==> config.mk <==
export PLATFORM = sky130hd
export DESIGN_NAME = axilite_master
export DESIGN_NICKNAME = d
export VERILOG_FILES = /design/src/rtl/axilite_master.sv
export SDC_FILE = /design/constraint.sdc
export NUM_CORES = 1
export LEC_CHECK = 0
export ABC_AREA = 1
export CELL_PAD_IN_SITES_DETAIL_PLACEMENT = 1
export CELL_PAD_IN_SITES_GLOBAL_PLACEMENT = 2
export CORE_MARGIN = 5
export CORE_UTILIZATION = 23
export DETAILED_ROUTE_END_ITERATION = 8
export PLACE_DENSITY = 0.85
export SYNTH_ARGS = -nofsm -noshare
export SYNTH_HDL_FRONTEND = slang
export SYNTH_SLANG_ARGS = --single-unit
==> constraint.sdc <==
create_clock -name AXI_ACLK -period 3.65 [get_ports AXI_ACLK]
set_input_delay 0.73 -clock AXI_ACLK [delete_from_list [all_inputs] [get_ports AXI_ACLK]]
set_output_delay 0.73 -clock AXI_ACLK [all_outputs]
set_load 0.01 [all_outputs]
==> src/rtl/axilite_master.sv <==
// AXI4-Lite initiator: turns single-beat local commands into AXI4-Lite
// write/read transactions, one outstanding, with a watchdog abort for dead slaves.
module axilite_master #(
  parameter int AXI_ADDRESS_WIDTH = 16,
  parameter int REQ_TIMEOUT       = 64
) (
  input  logic                         AXI_ACLK,
  input  logic                         AXI_RESET,
  input  logic                         cmd_valid,
  output logic                         cmd_ready,
  input  logic                         cmd_write,
  input  logic [AXI_ADDRESS_WIDTH-1:0] cmd_addr,
  input  logic [31:0]                  cmd_wdata,
  input  logic [3:0]                   cmd_wstrb,
  output logic                         rsp_valid,
  output logic                         rsp_write,
  output logic [31:0]                  rsp_rdata,
  output logic [1:0]                   rsp_resp,
  output logic                         rsp_timeout,
  output logic                         AXI_AWVALID,
  output logic [AXI_ADDRESS_WIDTH-1:0] AXI_AWADDR,
  input  logic                         AXI_AWREADY,
  output logic                         AXI_WVALID,
  output logic [31:0]                  AXI_WDATA,
  output logic [3:0]                   AXI_WSTRB,
  input  logic                         AXI_WREADY,
  input  logic                         AXI_BVALID,
  input  logic [1:0]                   AXI_BRESP,
  output logic                         AXI_BREADY,
  output logic                         AXI_ARVALID,
  output logic [AXI_ADDRESS_WIDTH-1:0] AXI_ARADDR,
  input  logic                         AXI_ARREADY,
  input  logic                         AXI_RVALID,
  input  logic [31:0]                  AXI_RDATA,
  input  logic [1:0]                   AXI_RRESP,
  output logic                         AXI_RREADY
);

  localparam int TW = $clog2(REQ_TIMEOUT + 1);

  typedef enum logic [2:0] {IDLE, WR_REQ, WR_RESP, RD_REQ, RD_RESP, DONE} state_t;

  state_t                         state, next;
  logic [AXI_ADDRESS_WIDTH-1:0]   addr_q;
  logic [31:0]                    wdata_q;
  logic [3:0]                     wstrb_q;
  logic                           aw_done, w_done;
  logic [TW-1:0]                  wdog;
  logic                           aw_hs, w_hs, ar_hs, b_hs, r_hs;
  logic                           busy, expire, abort;

  // VALID/READY decode straight from state so an async reset drops them at once
  assign cmd_ready   = (state == IDLE);
  assign AXI_AWVALID = (state == WR_REQ) && !aw_done;
  assign AXI_WVALID  = (state == WR_REQ) && !w_done;
  assign AXI_BREADY  = (state == WR_RESP);
  assign AXI_ARVALID = (state == RD_REQ);
  assign AXI_RREADY  = (state == RD_RESP);
  assign rsp_valid   = (state == DONE);

  assign AXI_AWADDR = addr_q;
  assign AXI_ARADDR = addr_q;
  assign AXI_WDATA  = wdata_q;
  assign AXI_WSTRB  = wstrb_q;

  assign aw_hs = AXI_AWVALID && AXI_AWREADY;
  assign w_hs  = AXI_WVALID  && AXI_WREADY;
  assign ar_hs = AXI_ARVALID && AXI_ARREADY;
  assign b_hs  = AXI_BREADY  && AXI_BVALID;
  assign r_hs  = AXI_RREADY  && AXI_RVALID;

  assign busy   = (state == WR_REQ) || (state == WR_RESP) || (state == RD_REQ) || (state == RD_RESP);
  // expiry fires in the cycle the counter would reach REQ_TIMEOUT; a final handshake then still wins
  assign expire = busy && (wdog == TW'(REQ_TIMEOUT - 1));
  assign abort  = expire && !(b_hs || r_hs);

  always_ff @(posedge AXI_ACLK or posedge AXI_RESET) begin
    if (AXI_RESET) state <= IDLE;
    else           state <= next;
  end

  always_comb begin
    next = state;
    case (state)
      IDLE:    if (cmd_valid) next = cmd_write ? WR_REQ : RD_REQ;
      WR_REQ:  if (expire) next = DONE;
               else if ((aw_done || aw_hs) && (w_done || w_hs)) next = WR_RESP;
      WR_RESP: if (b_hs || expire) next = DONE;
      RD_REQ:  if (expire) next = DONE;
               else if (ar_hs) next = RD_RESP;
      RD_RESP: if (r_hs || expire) next = DONE;
      DONE:    next = IDLE;
      default: next = IDLE;
    endcase
  end

  always_ff @(posedge AXI_ACLK or posedge AXI_RESET) begin
    if (AXI_RESET) begin
      addr_q      <= '0;
      wdata_q     <= '0;
      wstrb_q     <= '0;
      aw_done     <= 1'b0;
      w_done      <= 1'b0;
      wdog        <= '0;
      rsp_write   <= 1'b0;
      rsp_rdata   <= '0;
      rsp_resp    <= '0;
      rsp_timeout <= 1'b0;
    end else begin
      if (state == IDLE && cmd_valid) begin
        addr_q  <= cmd_addr & ~(AXI_ADDRESS_WIDTH'(3));
        wdata_q <= cmd_wdata;
        wstrb_q <= cmd_wstrb;
        aw_done <= 1'b0;
        w_done  <= 1'b0;
        wdog    <= '0;
      end
      if (aw_hs) aw_done <= 1'b1;
      if (w_hs)  w_done  <= 1'b1;
      if (busy)  wdog    <= wdog + 1'b1;
      if (busy && next == DONE) begin
        rsp_write   <= (state == WR_REQ) || (state == WR_RESP);
        rsp_timeout <= abort;
        rsp_resp    <= abort ? 2'b10 : ((state == WR_RESP) ? AXI_BRESP : AXI_RRESP);
        rsp_rdata   <= (state == RD_RESP && !abort) ? AXI_RDATA : 32'h0;
      end
    end
  end

endmodule
==> results.toml, run 1 <==
[synthesis]
syn_inst = 452
syn_area_um2 = 4470
syn_area_per_cell_um2 = 9.89
yosysSeqAreaShare = 0.549
yosys_warnings = 0
ys_seq_elements = 98
ys_types = 30

[clock_tree]
htree_levels = 3
insertion_delay_ps = 340
post_cts_buffers = 0
cts_sinks = 98
cts_buffer_depth = 2
numCtsBuffers = 9
path_clk_slew_ps = 80
cts_tree = "done"
cts_resized = 0
cts_root_buf = "clkbuf_16"
hold_buffers = 0

[pwr]
power.internal_mw = 3.51
p_clk_frac = 0.165
power_frac_seq = 0.332
power_leakage_nw = 3.23
pwr-share-comb = 0.503
power.density_nw_per_um2 = 812
p_sw_mw = 2.10
p_sw_frac = 0.374
ir_worst_vdd_uv = 293

[setup_path]
path_max_fanout = 6
rrSetupSlack_ps = 1180
crit_start = "state[1]$_DFF_PP0_"
max_stage_delay_ps = 620
crit_chain = "inv_1 > nor3_4 > clkdlybuf4s50_1"
start_kind = "register"
critPathCaptureType = "primary output"
required_ps = 2920
r2r-start = "wdog[0]$_DFFE_PP0P_"
slowest_stage = "clkdlybuf4s50_1"
cp.arrival_ps = 1850
path_class = "reg2out"

[sta]
max_freq_ghz = 0.387
rsz0062_at_grt = "false"
drv_slew = 0
finalSetupViolCount = 0
skew_ps = 7.32
tns_ps = 0
hold_violations = 0
worst_slew_pin_slew_ps = 640
timing.slew.headroom = 0.573
period_share = 0.708
period_minus_slack_ps = 2580
final.setup.worst_slack_ps = 1070

[placed_design]
dp_worst_setup_slack_ps = 912
hpwl_um = 10800
gp_congestion = 0.742
portBuffers = 201
postPlaceCellArea_um2 = 6610

[cells_and_area]
final_common_cell = "clkdlybuf4s50_1"
drive_gt1_frac = 0.133
antenna_cells = 0
syn_to_final_growth_pct = 54.4
finish.instance_area_um2 = 6900
nNetsFinal = 733
layout_common_cells = "clkdlybuf4s50_1, nand2_1, dfrtp_1, mux2_2, inv_1"
n_fill_cell = 2155

[drt]
wl_met2_um = 6940
drtIter0Drc = 52
met1Wirelength_um = 5810
drc = 0
num_vias = 3782
route.met3.wl_um = 1300
routed.top_layer = "met5"
vias_per_cell = 4.18
wl_um = 14200
first_pass_iters = 4
ant_nets = 0
wl_per_cell_um = 15.7

[floorplan]
die_w_um = 149
rows = 51
coreArea_um2 = 19300
initial_core_util = 0.232
die_y_um = 149
die_area_um2 = 22300
ios = 208

[global_routing]
grt_pass1_wl_um = 22200
grt_pass1_vias = 4190
grt_use_total = 0.126
grt_overflow = 0
antenna_found_initial = 1
grt_max_degree = 52

[run_status]
status = "finished clean"

[hold_path]
hp-start = "rsp_timeout$_DFFE_PP0P_"
hold_path.class = "reg2reg"

[job]
drv_cap = 0
[synth_stat cells (all sizes together)]
cell,number,area share
nand3,46,0.053
o21ai,2,0.0022
nand4,1,0.0048
o211ai,2,0.0034
mux2i,1,0.0022
inv,51,0.043
xor2,1,0.0020
nand3b,1,0.0017
dfrtp,98,0.55
nand2,106,0.096
o31ai,1,0.0017
mux2,50,0.13
o21bai,2,0.0034
conb,1,0.00084
a21oi,3,0.0042
buf,36,0.058
ha,1,0.0028
nor2,44,0.037
o22ai,2,0.0028
and2,1,0.0020
nor3,2,0.0048
[worst paths after layout]
path | end | depth (start not counted)
setup / recovery | AXI_BREADY | 3
hold / removal | rsp_timeout$_DFFE_PP0P_ | 2
setup reg to reg | rsp_rdata[27]$_DFFE_PP0P_ | 11
hold reg to reg | rsp_timeout$_DFFE_PP0P_ | 2
max in group asynchronous | rsp_rdata[16]$_DFFE_PP0P_ | 3
min in group asynchronous | AXI_ARADDR[9]$_DFFE_PP0P_ | 2
[worst max-delay path, delay by kind of cell (launching register included)]
kind | cells | cell delay, ps
buffers and inverters | 2 | 760
AND/OR/NAND/NOR | 1 | 310
flip-flops | 1 | 440
[state kept, by name (all words and copies together), names as in the netlist]
signal       flops
aw_done          1
AXI_WSTRB        4
AXI_ARADDR      14
w_done           1
rsp_rdata       32
AXI_WDATA       32
wdog             7
rsp_timeout      1
rsp_resp         2
state            3
rsp_write        1
[cell type report]
class,count,area (µm²),area share
clock buffers,9,225,0.0327
clock inverters,7,61.3,0.00889
inverters,51,194,0.0281
multi-input cells,270,1580,0.229
flip-flops and latches,98,2450,0.356
well taps,265,332,0.0481
repair buffers,205,2050,0.298
[power groups by stage]
stage	Clock, mW	Combinational (mW)	Sequential (mW)
2_1_floorplan	0	1.32	2.02
3_3_place_gp	0	2.78	1.85
3_5_place_dp	0	2.88	1.89
4_1_cts	0.970	2.88	1.87
5_1_grt	1.01	3.05	1.92
6_report	0.925	2.82	1.86
[cells by family after synthesis]
group           Yosys count  synth area share
flops                    98             0.549
xor+xnor                  1           0.00196
simple gates            201             0.199
compound gates           12            0.0176
other cells               1          0.000839
mux                      51             0.128
buf+inv                  87             0.101
fa+ha+maj                 1           0.00280
[metal layers]
layer / track usage / vias up
met3: 0.0438 / 13
met5: 0 / -
li1: - / 1769
met1: 0.143 / 1844
met4: 0.0362 / 2
met2: 0.223 / 154
[metrics by stage]
stage / total power [mW] / hold slack, ps / util / instances
global placement: 4.63 / 456 / 0.343 / 889
detailed placement: 4.77 / 464 / 0.343 / 889
global route: 5.98 / 497 / 0.358 / 905
finish: 5.60 / 472 / 0.358 / 905
floorplan: 3.35 / 468 / - / 455
CTS: 5.72 / 482 / 0.358 / 905
(Power assumes the default switching activity.)
==> inputs of run 2 (changes only) <==
--- a/config.mk
+++ b/config.mk
@@ -9,9 +9,9 @@
 export CELL_PAD_IN_SITES_DETAIL_PLACEMENT = 1
 export CELL_PAD_IN_SITES_GLOBAL_PLACEMENT = 2
 export CORE_MARGIN = 5
-export CORE_UTILIZATION = 23
+export CORE_UTILIZATION = 21
 export DETAILED_ROUTE_END_ITERATION = 8
-export PLACE_DENSITY = 0.85
+export PLACE_DENSITY = 0.82
 export SYNTH_ARGS = -nofsm -noshare
 export SYNTH_HDL_FRONTEND = slang
 export SYNTH_SLANG_ARGS = --single-unit
==> constraint.sdc (replaced) <==
create_clock -name AXI_ACLK -period 2.1 [get_ports AXI_ACLK]
set_input_delay 0.42 -clock AXI_ACLK [delete_from_list [all_inputs] [get_ports AXI_ACLK]]
set_output_delay 0.42 -clock AXI_ACLK [all_outputs]
set_load 0.01 [all_outputs]
==> results.toml, run 2 (synthesis results as in run 1) <==
[cells_and_area]
n_fill_cell = 2413
final_util = 0.338
finish.instance_area_um2 = 7090
fin_cells = 924
nNetsFinal = 742
layout_common_cells = "clkdlybuf4s50_1, nand2_1, dfrtp_1, mux2_2, inv_1"
drive_gt1_frac = 0.157
antenna_cells = 0
final_common_cell = "clkdlybuf4s50_1"
syn_to_final_growth_pct = 58.7

[floorplan]
coreArea_um2 = 21000
ios = 208
rows = 53
die_w_um = 156
initial_core_util = 0.213
die_y_um = 156
die_area_um2 = 24300

[sta]
max_freq_ghz = 0.511
finalSetupViolCount = 0
timing.slew.headroom = 0.637
hold_violations = 0
period_share = 0.932
rsz0062_at_grt = "false"
skew_ps = 12.3
worst_slew_pin_slew_ps = 544
drv_slew = 0
tns_ps = 0
final.setup.worst_slack_ps = 143
period_minus_slack_ps = 1960

[setup_path]
path_max_fanout = 7
max_stage_delay_ps = 480
path_buf_inv = 2
crit_chain = "nor2_1 > nand2_1 > inv_2 > dlygate4sd2_1"
path_class = "reg2out"
cp.arrival_ps = 1540
start_kind = "register"
path_delay_family = "flip-flops"
slowest_stage = "dfrtp_2"
critPathCaptureType = "primary output"
required_ps = 1680

[pwr]
p_sw_frac = 0.367
power.density_nw_per_um2 = 1420
power.internal_mw = 6.35
power_frac_seq = 0.321
pwr-share-comb = 0.512
ir_worst_vdd_uv = 559
p_clk_frac = 0.166
p_sw_mw = 3.69
power_leakage_nw = 3.34

[clock_tree]
cts_tree = "done"
htree_levels = 3
path_clk_slew_ps = 70
cts_sinks = 98
cts_root_buf = "clkbuf_16"
insertion_delay_ps = 360
numCtsBuffers = 9
cts_buffer_depth = 2

[global_routing]
grt_overflow = 0
grt_max_degree = 99
grt_pass1_wl_um = 21800
grt_use_total = 0.115
grt_pass1_vias = 3880
antenna_found_initial = 2

[placed_design]
postPlaceCellArea_um2 = 6760
portBuffers = 201
gp_congestion = 0.707
hpwl_um = 10300
dp.cells = 907
dp_worst_setup_slack_ps = 87.7

[drt]
met1Wirelength_um = 5630
drtIter0Drc = 109
num_vias = 3706
wl_per_cell_um = 15.1
route.met3.wl_um = 1670
wl_um = 14000
vias_per_cell = 4.01
first_pass_iters = 4
drc = 0
routed.top_layer = "met5"
wl_met2_um = 6440
ant_nets = 0

[job]
drv_cap = 0

[run_status]
status = "finished clean"

[hold_path]
hold_path.class = "reg2reg"
[run 2: cell types whose count changed in the layout (fill, tap and decap cells not counted), moves of 2 or more]
cell	delta
buf_12	+6
buf_4	+2
clkdlybuf4s50_1	-7
dfrtp_1	-2
dfrtp_2	+2
dlygate4sd2_1	+6
nor2_1	-3
nor2_2	+3
[run 2: per-stage QoR]
step	power (mW)	hold WS (ps)
2_1_floorplan	5.82	468
3_3_place_gp	8.45	453
3_5_place_dp	8.54	463
4_1_cts	10.3	483
5_1_grt	10.8	508
6_report	10.0	473
[run 2: what timing repair did]
action | in CTS | in global routing
gates resized for setup | 12 | 5
pin swaps | 1 | 1
cloned | 0 | 0
buffers inserted | 1 | 0
hold buffers | 0 | 0
endpoints found under the setup margin | 7 | 35
hold endpoints to repair | 0 | 0
[run 2: worst paths after layout]
kind / startpoint / slack (ps) / end / cells after the start
worst max register to register: wdog[0]$_DFFE_PP0P_ / 250 / rsp_resp[0]$_DFFE_PP0P_ / 12
min in group asynchronous: AXI_RESET / 600 / AXI_ARADDR[15]$_DFFE_PP0P_ / 3
worst min-delay path: rsp_write$_DFFE_PP0P_ / 470 / rsp_write$_DFFE_PP0P_ / 2
max in group asynchronous: AXI_RESET / 1090 / state[1]$_DFF_PP0_ / 3
worst min register to register: rsp_write$_DFFE_PP0P_ / 470 / rsp_write$_DFFE_PP0P_ / 2
worst max-delay path: state[0]$_DFF_PP0_ / 140 / AXI_RREADY / 4
[run 2: area by class of cell]
cell class	count	area [µm²]	area share
well taps	275	344	0.0485
clock buffers	9	225	0.0318
repair buffers	214	2200	0.310
inverters	51	195	0.0275
flip-flops and latches	98	2450	0.346
clock inverters	7	73.8	0.0104
multi-input cells	270	1600	0.226
[run 2: layer usage]
layer	up-vias	track usage
li1	1791	-
met1	1740	0.136
met2	151	0.187
met3	20	0.0510
met4	4	0.0350
met5	-	0
[run 2: power groups by stage]
stage | clock network (mW) | registers, mW | logic (mW)
CTS | 1.78 | 3.24 | 5.30
global route | 1.84 | 3.35 | 5.60
floorplan | 0 | 3.51 | 2.30
finish | 1.67 | 3.23 | 5.14
detailed placement | 0 | 3.26 | 5.28
global placement | 0 | 3.23 | 5.22
[run 2: worst reg2reg max path, cell delays in order (launching register included)]
cell and delay [ps]:
dfrtp_1 390, ha_1 210, nand3_1 150, nor2_2 160, nand2_4 100, inv_2 60, nand2_2 70, and2_4 180
nand2_4 80, nand2_4 70, buf_12 150, nand2_1 70, nand2_1 60
